<file path="src/rtl/os_16bit_19_dec.sv">
// os_16bit_19_dec: two-stage valid/ready decoder recovering the 7-bit payload with syndrome and error counting
module os_16bit_19_dec #(
    parameter int CNT_W = 16
) (
    input  logic             clk,
    input  logic             rst_n,
    input  logic             in_valid,
    output logic             in_ready,
    input  logic [14:0]      y,
    input  logic [7:0]       z0,
    input  logic [14:0]      z1,
    input  logic [7:0]       z2,
    output logic             out_valid,
    input  logic             out_ready,
    output logic [6:0]       o,
    output logic [7:0]       syndrome,
    output logic             err,
    output logic             err_sticky,
    output logic [CNT_W-1:0] err_cnt,
    input  logic             clr
);
    logic [14:0]      y_q, y_d, z1_q, z1_d;
    logic [7:0]       z0_q, z0_d, z2_q, z2_d;
    logic             s1_valid_q, s1_valid_d, s2_valid_q, s2_valid_d;
    logic [6:0]       o_q, o_d, oa, ob;
    logic [7:0]       syndrome_q, syndrome_d;
    logic             err_q, err_d, err_sticky_q, err_sticky_d;
    logic [CNT_W-1:0] err_cnt_q, err_cnt_d;
    logic             p, s1_adv, s2_adv, in_hs, out_hs, load_s2;

    // flow control, decode of the stage-1 word and next-state for every register
    always_comb begin
        s2_adv       = !s2_valid_q | out_ready;
        s1_adv       = !s1_valid_q | s2_adv;
        in_ready     = s1_adv;
        in_hs        = in_valid & s1_adv;
        out_hs       = s2_valid_q & out_ready;
        load_s2      = s2_adv & s1_valid_q;
        oa           = y_q[6:0] ^ z1_q[6:0] ^ z0_q[6:0];
        ob           = y_q[14:8] ^ z1_q[14:8] ^ z2_q[7:1];
        p            = y_q[7] ^ z2_q[0] ^ z1_q[7] ^ z0_q[7];
        y_d          = in_hs ? y : y_q;
        z0_d         = in_hs ? z0 : z0_q;
        z1_d         = in_hs ? z1 : z1_q;
        z2_d         = in_hs ? z2 : z2_q;
        s1_valid_d   = s1_adv ? in_valid : s1_valid_q;
        s2_valid_d   = s2_adv ? s1_valid_q : s2_valid_q;
        o_d          = load_s2 ? oa : o_q;
        syndrome_d   = load_s2 ? {p, oa ^ ob} : syndrome_q;
        err_d        = load_s2 ? |{p, oa ^ ob} : err_q;
        err_sticky_d = clr ? 1'b0 : err_sticky_q | (out_hs & err_q);
        err_cnt_d    = clr ? '0 : (out_hs & err_q & ~&err_cnt_q) ? err_cnt_q + CNT_W'(1) : err_cnt_q;
    end

    // pipeline and counter registers; reset discards in-flight words
    always_ff @(posedge clk or negedge rst_n) begin
        if (!rst_n) begin
            y_q          <= '0;
            z0_q         <= '0;
            z1_q         <= '0;
            z2_q         <= '0;
            s1_valid_q   <= 1'b0;
            s2_valid_q   <= 1'b0;
            o_q          <= '0;
            syndrome_q   <= '0;
            err_q        <= 1'b0;
            err_sticky_q <= 1'b0;
            err_cnt_q    <= '0;
        end else begin
            y_q          <= y_d;
            z0_q         <= z0_d;
            z1_q         <= z1_d;
            z2_q         <= z2_d;
            s1_valid_q   <= s1_valid_d;
            s2_valid_q   <= s2_valid_d;
            o_q          <= o_d;
            syndrome_q   <= syndrome_d;
            err_q        <= err_d;
            err_sticky_q <= err_sticky_d;
            err_cnt_q    <= err_cnt_d;
        end
    end

    assign out_valid  = s2_valid_q;
    assign o          = o_q;
    assign syndrome   = syndrome_q;
    assign err        = err_q;
    assign err_sticky = err_sticky_q;
    assign err_cnt    = err_cnt_q;
endmodule

</file>
<file path="config.mk">
export PLATFORM = sky130hd
export DESIGN_NAME = os_16bit_19_dec
export DESIGN_NICKNAME = d
export VERILOG_FILES = /design/src/rtl/os_16bit_19_dec.sv
export SDC_FILE = /design/constraint.sdc
export NUM_CORES = 1
export LEC_CHECK = 0
export CAP_MARGIN = 20
export CORE_MARGIN = 8
export CORE_UTILIZATION = 30
export CTS_CLUSTER_SIZE = 20
export DETAILED_ROUTE_END_ITERATION = 16
export GPL_ROUTABILITY_DRIVEN = 0
export PLACE_DENSITY_LB_ADDON = 0.12
export SLEW_MARGIN = 20
export SYNTH_ARGS = -nofsm -noshare
export SYNTH_HDL_FRONTEND = slang
export SYNTH_SLANG_ARGS = --single-unit
</file>
<file path="constraint.sdc">
create_clock -name clk -period 2.16 [get_ports clk]
set_clock_uncertainty 0.05 [all_clocks]
set_input_delay 0.432 -clock clk [delete_from_list [all_inputs] [get_ports clk]]
set_output_delay 0.432 -clock clk [all_outputs]
set_load 0.02 [all_outputs]
</file>
==> flow_metrics.py, run 1 <==
metrics = {
    "yosys": {
        "ys.flop_type": "dfrtp_1",
        "post-synth-top-count-cell": "dfrtp_1",
        "synth_edf_count": 0,
        "netlist_area_um2": 3790,
        "yosysTopAreaCellShare": 0.535,
        "yosysTopAreaCell": "dfrtp_1",
        "yosysUniqueCellTypes": 35,
        "syn-num-nets": 329,
        "synth_warnings": 0,
        "synthTopCellsByArea": "dfrtp_1 53%, mux2_2 17%, xnor3_1 4.2%, xnor2_1 3.5%, xor3_1 3.1%",
        "syn_area_per_cell_um2": 13.7,
        "synthTopCellsByCount": "81 x dfrtp_1, 58 x mux2_2, 16 x a21oi_1",
        "ys_ff_latch": 81,
        "synth_cells": 277,
        "async_flop_share": 1.00,
        "yosysSeqAreaShare": 0.535,
    },
    "hold_path": {
        "hold_class": "input pin to async pin",
    },
    "setup_path": {
        "timing.rr.end": "err_cnt[7]",
        "worst_ep_required_time_ns": 1.68,
        "crit_cells": 1,
        "critPathLaunchType": "flip-flop",
        "arrival_ns": 1.52,
        "cp_top_family": "buffers and inverters",
        "worstSetupEndpointType": "output pin",
        "cp-endpoint": "err_cnt[8]",
        "path_cells": "clkdlybuf4s50_1",
        "crit_start": "err_cnt[8]",
        "crit_type": "flip-flop to output pin",
        "cpMaxStageDelayCell": "clkdlybuf4s50_1",
        "r2r_setup_slack_ns": 0.23,
        "crit_buf_inv": 1,
        "r2r_cells": 6,
        "max_stage_delay_ns": 0.67,
        "r2r-start": "err_cnt[0]",
        "path_max_fanout": 8,
    },
    "global_routing": {
        "grt_use_total": 0.113,
        "first_global_vias": 2619,
        "grt_antenna_before_repair": 0,
        "grt_pass1_wl_um": 14200,
        "grt_max_degree": 46,
        "overflow": 0,
    },
    "pwr": {
        "p_per_area_nw_per_um2": 967,
        "total_power_mw": 5.09,
        "power_leakage_nw": 2.17,
        "vdd_drop_max_mv": 0.369,
    },
    "timing": {
        "min_period_ns": 2.00,
        "whs_ns": 0.0157,
        "slew_viol_final": 0,
        "tightest_slew_ns": 0.507,
        "fin_crit_sh": 0.926,
        "rsz0062_at_grt": "false",
        "setup_viol": 0,
        "max_clock_freq_mhz": 500,
        "max_slew_margin": 0.662,
        "finalHoldViolations": 0,
    },
    "clock_tree": {
        "root_buffer": "clkbuf_16",
        "clock_path_buffers": 2,
        "clock-sinks": 81,
        "clock_latency_ns": 0.33,
        "numCtsBuffers": 9,
        "hold_buffers": 0,
        "cts_tree": "built",
        "clkTransAtPathRegs_ns": 0.06,
        "post_cts_buffers": 0,
        "htree_levels": 3,
    },
    "routing": {
        "via_per_inst": 4.62,
        "drt_first_pass_iters": 4,
        "drt_iter0_drc": 134,
        "ant_nets": 0,
        "drt-total-wl_um": 8780,
        "drc_errors": 0,
        "routedWlPerCell_um": 15.9,
        "dr_total_vias": 2557,
    },
    "status": {
        "status": "finished, final reports clean",
    },
    "place": {
        "placed_area_um2": 4950,
        "dp_hpwl_um": 6330,
        "port_buffers": 85,
    },
    "finish": {
        "fin_area_um2": 5260,
        "diodes": 0,
        "area_growth_pct": 38.9,
        "drive_gt1_frac": 0.236,
        "final_nets": 429,
    },
    "floorplanning": {
        "core.rowCount": 41,
        "fp.dieW_um": 128,
        "core_area_um2": 12500,
        "num_io_pins": 86,
        "die_h_um": 128,
        "initial_core_util": 0.304,
        "die_area_um2": 16500,
    },
    "run": {
        "maxCapViolations": 0,
    },
}
## registers in the layout, summed over array words and instances, names as in the netlist
name        cells
err_cnt        16
y_q            15
z1_q           15
syndrome        8
z0_q            8
z2_q            8
o               7
err             1
err_sticky      1
out_valid       1
s1_valid_q      1
## power breakdown
group          switching, mW  leakage, nW  total (mW)  internal, mW
registers              0.182        0.979        1.98          1.80
logic                  0.623         1.04        1.49         0.871
clock network          0.584        0.153        1.62          1.04
## how the worst min path moves through the flow
stage | from | end | slack (ns) | cells after the start
after floorplan | rst_n | err | 0.09 | 0
after global placement | rst_n | err_cnt[4] | 0.39 | 1
after detailed placement | rst_n | err_cnt[4] | 0.39 | 1
after CTS | rst_n | err_cnt[4] | 0.03 | 1
after global routing | rst_n | err_cnt[4] | 0.05 | 1
final | rst_n | err_cnt[4] | 0.02 | 1
## layer usage
metal  vias up  global-route usage  wire length [um]
met1      1262               0.139              3850
met5         -                   0                 0
met2        64               0.172              4190
met3        14              0.0381               564
met4         0              0.0587               178
li1       1217                   -                 -
## final cells by class
type | instances | area (um^2)
clock buffers | 12 | 246
clock inverters | 3 | 65.1
fillers | 1166 | 7200
inverters | 2 | 7.51
multi-input cells | 185 | 1710
flip-flops and latches | 81 | 2030
well taps | 172 | 215
repair buffers | 98 | 995
## timing repair
action / CTS / global route
endpoints found under the setup margin: 1 / 0
gates resized for setup: 1 / 0
endpoints found under the hold margin: 0 / 0
## placed cells by master (no fill, tap or decap), drive strengths merged, types with 3 or more instances in the layout
| cell | synthesis | layout |
|---|---|---|
| clkdlybuf4s50 | 0 | 83 |
| dfrtp | 81 | 81 |
| mux2 | 59 | 59 |
| a21oi | 16 | 16 |
| xnor2 | 15 | 15 |
| buf | 5 | 14 |
| clkbuf | 4 | 12 |
| nand2 | 11 | 11 |
| o31ai | 10 | 10 |
| or4 | 10 | 10 |
| nor2 | 8 | 8 |
| xnor3 | 7 | 7 |
| o21ai | 6 | 6 |
| xor3 | 5 | 5 |
| nand3 | 5 | 5 |
| nand4 | 5 | 5 |
| xor2 | 4 | 4 |
| and3 | 3 | 3 |
| nand2b | 3 | 3 |
| or3 | 3 | 3 |
| nor4 | 3 | 3 |
## through the flow
step                setup WS, ns  TNS (ns)  utilization  instances
floorplan                  0.229         0            -        277
global placement         -0.0710   -0.0796        0.397        538
detailed placement       -0.0664   -0.0894        0.397        538
CTS                        0.137         0        0.422        553
global route               0.111         0        0.422        553
finish                     0.160         0        0.422        553
## logic make-up (layout without fill, tap and decap cells)
logic type | count (synthesis) | count (layout) | share of synthesized area
AOI/OAI and AO/OA | 34 | 34 | 0.0535
xor gates and xnor gates | 31 | 31 | 0.117
adders and majority gates | 1 | 1 | 0.00330
buffers and inverters | 11 | 115 | 0.0152
DFF | 81 | 81 | 0.535
muxes | 59 | 59 | 0.176
and+or+nand+nor | 60 | 60 | 0.100
Note: power is estimated with default switching activity, not from simulation.
==> run 2, diff against run 1 <==
--- a/config.mk
+++ b/config.mk
@@ -10,6 +10,7 @@
 export CORE_UTILIZATION = 30
 export CTS_CLUSTER_SIZE = 20
 export DETAILED_ROUTE_END_ITERATION = 16
+export DONT_BUFFER_PORTS = 1
 export GPL_ROUTABILITY_DRIVEN = 0
 export PLACE_DENSITY_LB_ADDON = 0.12
 export SLEW_MARGIN = 20
==> flow_metrics.py, run 2 (same netlist as run 1, synthesis figures left out) <==
metrics = {
    "setup_path": {
        "r2r_cells": 6,
        "critPathLaunchType": "flip-flop",
        "r2r_setup_slack_ns": 0.33,
        "path_max_fanout": 16,
        "arrival_ns": 2.01,
        "worstSetupEndpointType": "flip-flop",
        "crit_type": "flip-flop to flip-flop",
        "r2r-start": "err_cnt[0]",
        "timing.rr.end": "err_cnt[9]",
        "worst_ep_required_time_ns": 2.34,
    },
    "clock_tree": {
        "post_cts_buffers": 0,
        "numCtsBuffers": 9,
        "clock_path_buffers": 2,
        "clkTransAtPathRegs_ns": 0.06,
        "clock_latency_ns": 0.34,
        "root_buffer": "clkbuf_16",
        "htree_levels": 3,
        "cts_tree": "built",
        "cts.repair.resized": 0,
        "clock-sinks": 81,
    },
    "global_routing": {
        "grt_use_total": 0.110,
        "grt_pass1_wl_um": 13400,
        "grt_max_degree": 82,
        "first_global_vias": 2436,
        "overflow": 0,
        "grt_antenna_before_repair": 2,
    },
    "finish": {
        "layout_commonest_cell": "dfrtp_1",
        "largest_reg_flops": 16,
        "drive_gt1_frac": 0.328,
        "final_util": 0.354,
        "final_nets": 352,
        "area_growth_pct": 16.4,
        "diodes": 0,
        "layout_common_cells": "81 x dfrtp_1, 58 x mux2_2, 20 x buf_4, 16 x a21oi_1, 15 x xnor2_1",
    },
    "floorplanning": {
        "die_h_um": 128,
        "initial_core_util": 0.304,
        "core_area_um2": 12500,
        "fp.dieW_um": 128,
        "num_io_pins": 86,
        "die_area_um2": 16500,
        "core.rowCount": 41,
    },
    "run": {
        "maxCapViolations": 0,
    },
    "routing": {
        "drt-total-wl_um": 8440,
        "drc_errors": 0,
        "ant_nets": 0,
        "drt_first_pass_iters": 4,
        "routedWlPerCell_um": 17.7,
        "via_per_inst": 4.79,
        "dr_total_vias": 2286,
        "drt_iter0_drc": 116,
    },
    "timing": {
        "slew_viol_final": 0,
        "fin_crit_sh": 0.846,
        "max_slew_margin": 0.723,
        "max_clock_freq_mhz": 547,
        "tightest_slew_ns": 0.415,
        "finalSetupTns_ns": 0,
        "rsz0062_at_grt": "false",
        "whs_ns": -0.272,
        "min_period_ns": 1.83,
        "setup_viol": 0,
        "finalHoldViolations": 81,
    },
    "status": {
        "violations": "negative hold slack",
        "status": "finished with violations",
    },
    "place": {
        "dp_hpwl_um": 6010,
        "port_buffers": 0,
    },
    "pwr": {
        "vdd_drop_max_mv": 0.480,
        "p_per_area_nw_per_um2": 1020,
        "power_leakage_nw": 1.87,
    },
    "hold_path": {
        "hold_class": "input pin to async pin",
    },
}
run 2: cell types whose count changed in the layout (fill, tap and decap cells not counted):
cell	before	now
bufinv_16	2	0
buf_12	4	1
clkbuf_1	2	0
clkinv_2	1	3
buf_4	10	20
clkbuf_8	1	2
dlygate4sd2_1	1	0
clkinvlp_4	0	2
clkdlybuf4s50_1	83	0
run 2: cell type report:
cell class	instances	area, um^2
sequential	81	2030
multi-input combinational	185	1710
clock buffer	11	253
clock inverter	5	30.0
timing repair buffer	21	170
inverter	2	7.51
tap	172	215
fill	1265	8060
run 2: through the flow:
stage	cells	worst slack [ns]	total power [mW]	instance area [um^2]
2_1_floorplan	277	0.229	2.87	3790
3_3_place_gp	461	0.362	3.10	4130
3_5_place_dp	461	0.328	3.11	4130
4_1_cts	477	0.319	4.62	4410
5_1_grt	477	0.229	4.79	4410
6_report	477	0.332	4.51	4410
run 2: how the worst max path moves through the flow:
stage          startpoint           to  slack (ns)  depth (start not counted)
6_report       err_cnt[0]   err_cnt[9]        0.33                          6
2_1_floorplan  err_cnt[0]   err_cnt[7]        0.23                          6
3_5_place_dp   err_cnt[0]   err_cnt[9]        0.33                          6
5_1_grt        err_cnt[0]  err_cnt[11]        0.23                          5
3_3_place_gp   err_cnt[0]   err_cnt[9]        0.36                          6
4_1_cts        err_cnt[0]   err_cnt[9]        0.32                          6
run 2: report_power, final:
| group | switching (mW) | internal, mW |
|---|---|---|
| logic | 0.322 | 0.540 |
| clock network | 0.629 | 0.835 |
| registers | 0.391 | 1.79 |
run 2: worst max-delay path: stages (launching register included):
cell,delay (ns)
dfrtp_1,0.38
ha_1,0.26
nand4_1,0.16
nor4b_4,0.06
buf_4,0.18
nor4_1,0.25
mux2_2,0.36
run 2: routing by layer:
metal  global-route usage  routed length [um]  vias to the layer above
li1                     -                   -                     1065
met1                0.126                3530                     1144
met2                0.164                3900                       56
met3               0.0592                 803                       17
met4               0.0566                 179                        4
met5                    0                  23                        -
==> run 3, diff against run 2 <==
==> constraint.sdc (replaced) <==
create_clock -name clk -period 1.75 [get_ports clk]
set_clock_uncertainty 0.05 [all_clocks]
set_input_delay 0.35 -clock clk [delete_from_list [all_inputs] [get_ports clk]]
set_output_delay 0.35 -clock clk [all_outputs]
set_load 0.02 [all_outputs]
==> flow_metrics.py, run 3 (same netlist as run 1, synthesis figures left out) <==
metrics = {
    "status": {
        "status": "finished with violations",
        "violations": "negative hold slack",
    },
    "pwr": {
        "swShare": 0.284,
        "p_switching_mw": 1.73,
        "power_leakage_nw": 2.01,
        "internal-power_mw": 4.35,
        "clockPowerShare": 0.358,
        "p_comb_frac": 0.197,
        "p_per_area_nw_per_um2": 1290,
        "vdd_drop_max_mv": 0.720,
        "total_power_mw": 6.08,
        "p_seq_frac": 0.445,
    },
    "run": {
        "maxCapViolations": 0,
    },
    "timing": {
        "finalWorstSetupSlack_ns": 0.0308,
        "fin_crit_sh": 0.982,
        "finalHoldViolations": 81,
        "max_clock_freq_mhz": 582,
        "whs_ns": -0.348,
        "setup_viol": 0,
        "min_period_ns": 1.72,
        "slew_viol_final": 0,
        "tightest_slew_ns": 0.562,
        "max_slew_margin": 0.624,
        "rsz0062_at_grt": "true",
    },
    "finish": {
        "layout_common_cells": "79 x dfrtp_1, 58 x mux2_2, 35 x buf_4, 13 x xnor2_1, 13 x a21oi_1",
        "final_util": 0.379,
        "fillCellCount": 1245,
        "layout_commonest_cell": "dfrtp_1",
        "fin_cells": 497,
        "area_growth_pct": 24.8,
        "drive_gt1_frac": 0.398,
        "final_nets": 371,
        "largest_reg_flops": 16,
    },
    "setup_path": {
        "worstSetupEndpointType": "flip-flop",
        "crit_type": "flip-flop to flip-flop",
        "r2r_cells": 6,
        "timing.rr.end": "err_cnt[7]",
        "worst_ep_required_time_ns": 1.92,
        "crit_start": "err_cnt[0]",
        "r2r-start": "err_cnt[0]",
        "r2r_setup_slack_ns": 0.03,
        "cp-endpoint": "err_cnt[7]",
        "critPathLaunchType": "flip-flop",
        "arrival_ns": 1.89,
        "path_max_fanout": 16,
    },
    "routing": {
        "dr_total_vias": 2321,
        "ant_nets": 0,
        "drt_iter0_drc": 56,
        "drc_errors": 0,
        "via_per_inst": 4.67,
        "drt-total-wl_um": 8630,
        "drt_first_pass_iters": 4,
        "routedWlPerCell_um": 17.4,
    },
    "clock_tree": {
        "clock_latency_ns": 0.34,
        "clock_path_buffers": 2,
        "cts_tree": "built",
        "clkTransAtPathRegs_ns": 0.06,
        "root_buffer": "clkbuf_16",
        "htree_levels": 3,
        "numCtsBuffers": 9,
        "clock-sinks": 81,
    },
    "global_routing": {
        "grt_antenna_before_repair": 0,
        "grt_use_total": 0.112,
        "grt_pass1_wl_um": 13800,
        "first_global_vias": 2510,
        "overflow": 0,
        "grt_max_degree": 82,
    },
    "place": {
        "dp_hpwl_um": 6000,
        "pre_cts_ws_ns": -0.0627,
        "port_buffers": 0,
        "place_inst": 477,
    },
    "floorplanning": {
        "die_h_um": 128,
        "initial_core_util": 0.304,
        "die_area_um2": 16500,
        "core.rowCount": 41,
        "core_area_um2": 12500,
        "num_io_pins": 86,
        "fp.dieW_um": 128,
    },
    "hold_path": {
        "hold_class": "input pin to async pin",
    },
}
==> run 3: cell types whose count changed in the layout (fill, tap and decap cells not counted), moves of 3 or more <==
cell / delta
clkinv_4: +3
a21oi_1: -3
clkinv_2: -3
a21oi_2: +3
bufinv_16: +3
buf_4: +15
==> run 3: routing by layer <==
layer | up-vias | track usage | part of all wire
met5 | - | 0 | 0
met4 | 0 | 0.0420 | 0.014
met3 | 9 | 0.0679 | 0.11
met2 | 56 | 0.169 | 0.46
met1 | 1159 | 0.126 | 0.41
li1 | 1097 | - | -
==> run 3: critical path, stage by stage, from the launching register on <==
cell and delay [ns]:
dfrtp_2 0.40, ha_4 0.16, nand4_1 0.14, nor4b_4 0.33
buf_12 0.18, nor4_2 0.05, mux2_4 0.29
==> run 3: cell type report <==
cell class	instances	area (um^2)	area share
timing repair buffer	40	343	0.0725
clock buffer	10	229	0.0484
inverter	2	7.51	0.00159
multi-input combinational	185	1790	0.378
sequential	81	2030	0.429
tap	172	215	0.0455
clock inverter	6	116	0.0246
antenna	1	2.50	0.000529
==> run 3: power by group through the flow <==
stage / Sequential [mW] / Combinational, mW / Clock (mW)
final: 2.71 / 1.20 / 2.17
after global routing: 2.76 / 1.33 / 2.33
after CTS: 2.72 / 1.17 / 2.27
after detailed placement: 2.75 / 1.14 / 0
after global placement: 2.75 / 1.13 / 0
after floorplan: 2.64 / 0.899 / 0
==> run 3: what timing repair did <==
item	4_1_cts	5_1_grt
resized for setup	2	10
setup endpoints to repair	2	8
buffers inserted	0	1
hold endpoints to repair	92	82
hold buffers	1	1
pin swaps	0	6
==> run 3: how the worst min path moves through the flow <==
stage | to | cells after the start | start | slack (ns)
after floorplan | err | 0 | rst_n | 0.004
after global placement | err_cnt[12] | 0 | rst_n | 0.007
after detailed placement | err_cnt[12] | 0 | rst_n | 0.007
after CTS | z2_q[2] | 0 | rst_n | -0.37
after global routing | y_q[9] | 0 | rst_n | -0.38
final | err_sticky | 0 | rst_n | -0.35
==> run 3: stage by stage <==
step / hold slack, ns / cell area (um^2) / setup TNS (ns)
floorplan: 0.00441 / 3810 / -0.0670
global placement: 0.00721 / 4290 / -0.0418
detailed placement: 0.00706 / 4290 / -0.0801
CTS: -0.373 / 4660 / 0
global route: -0.377 / 4730 / -0.136
finish: -0.348 / 4730 / 0
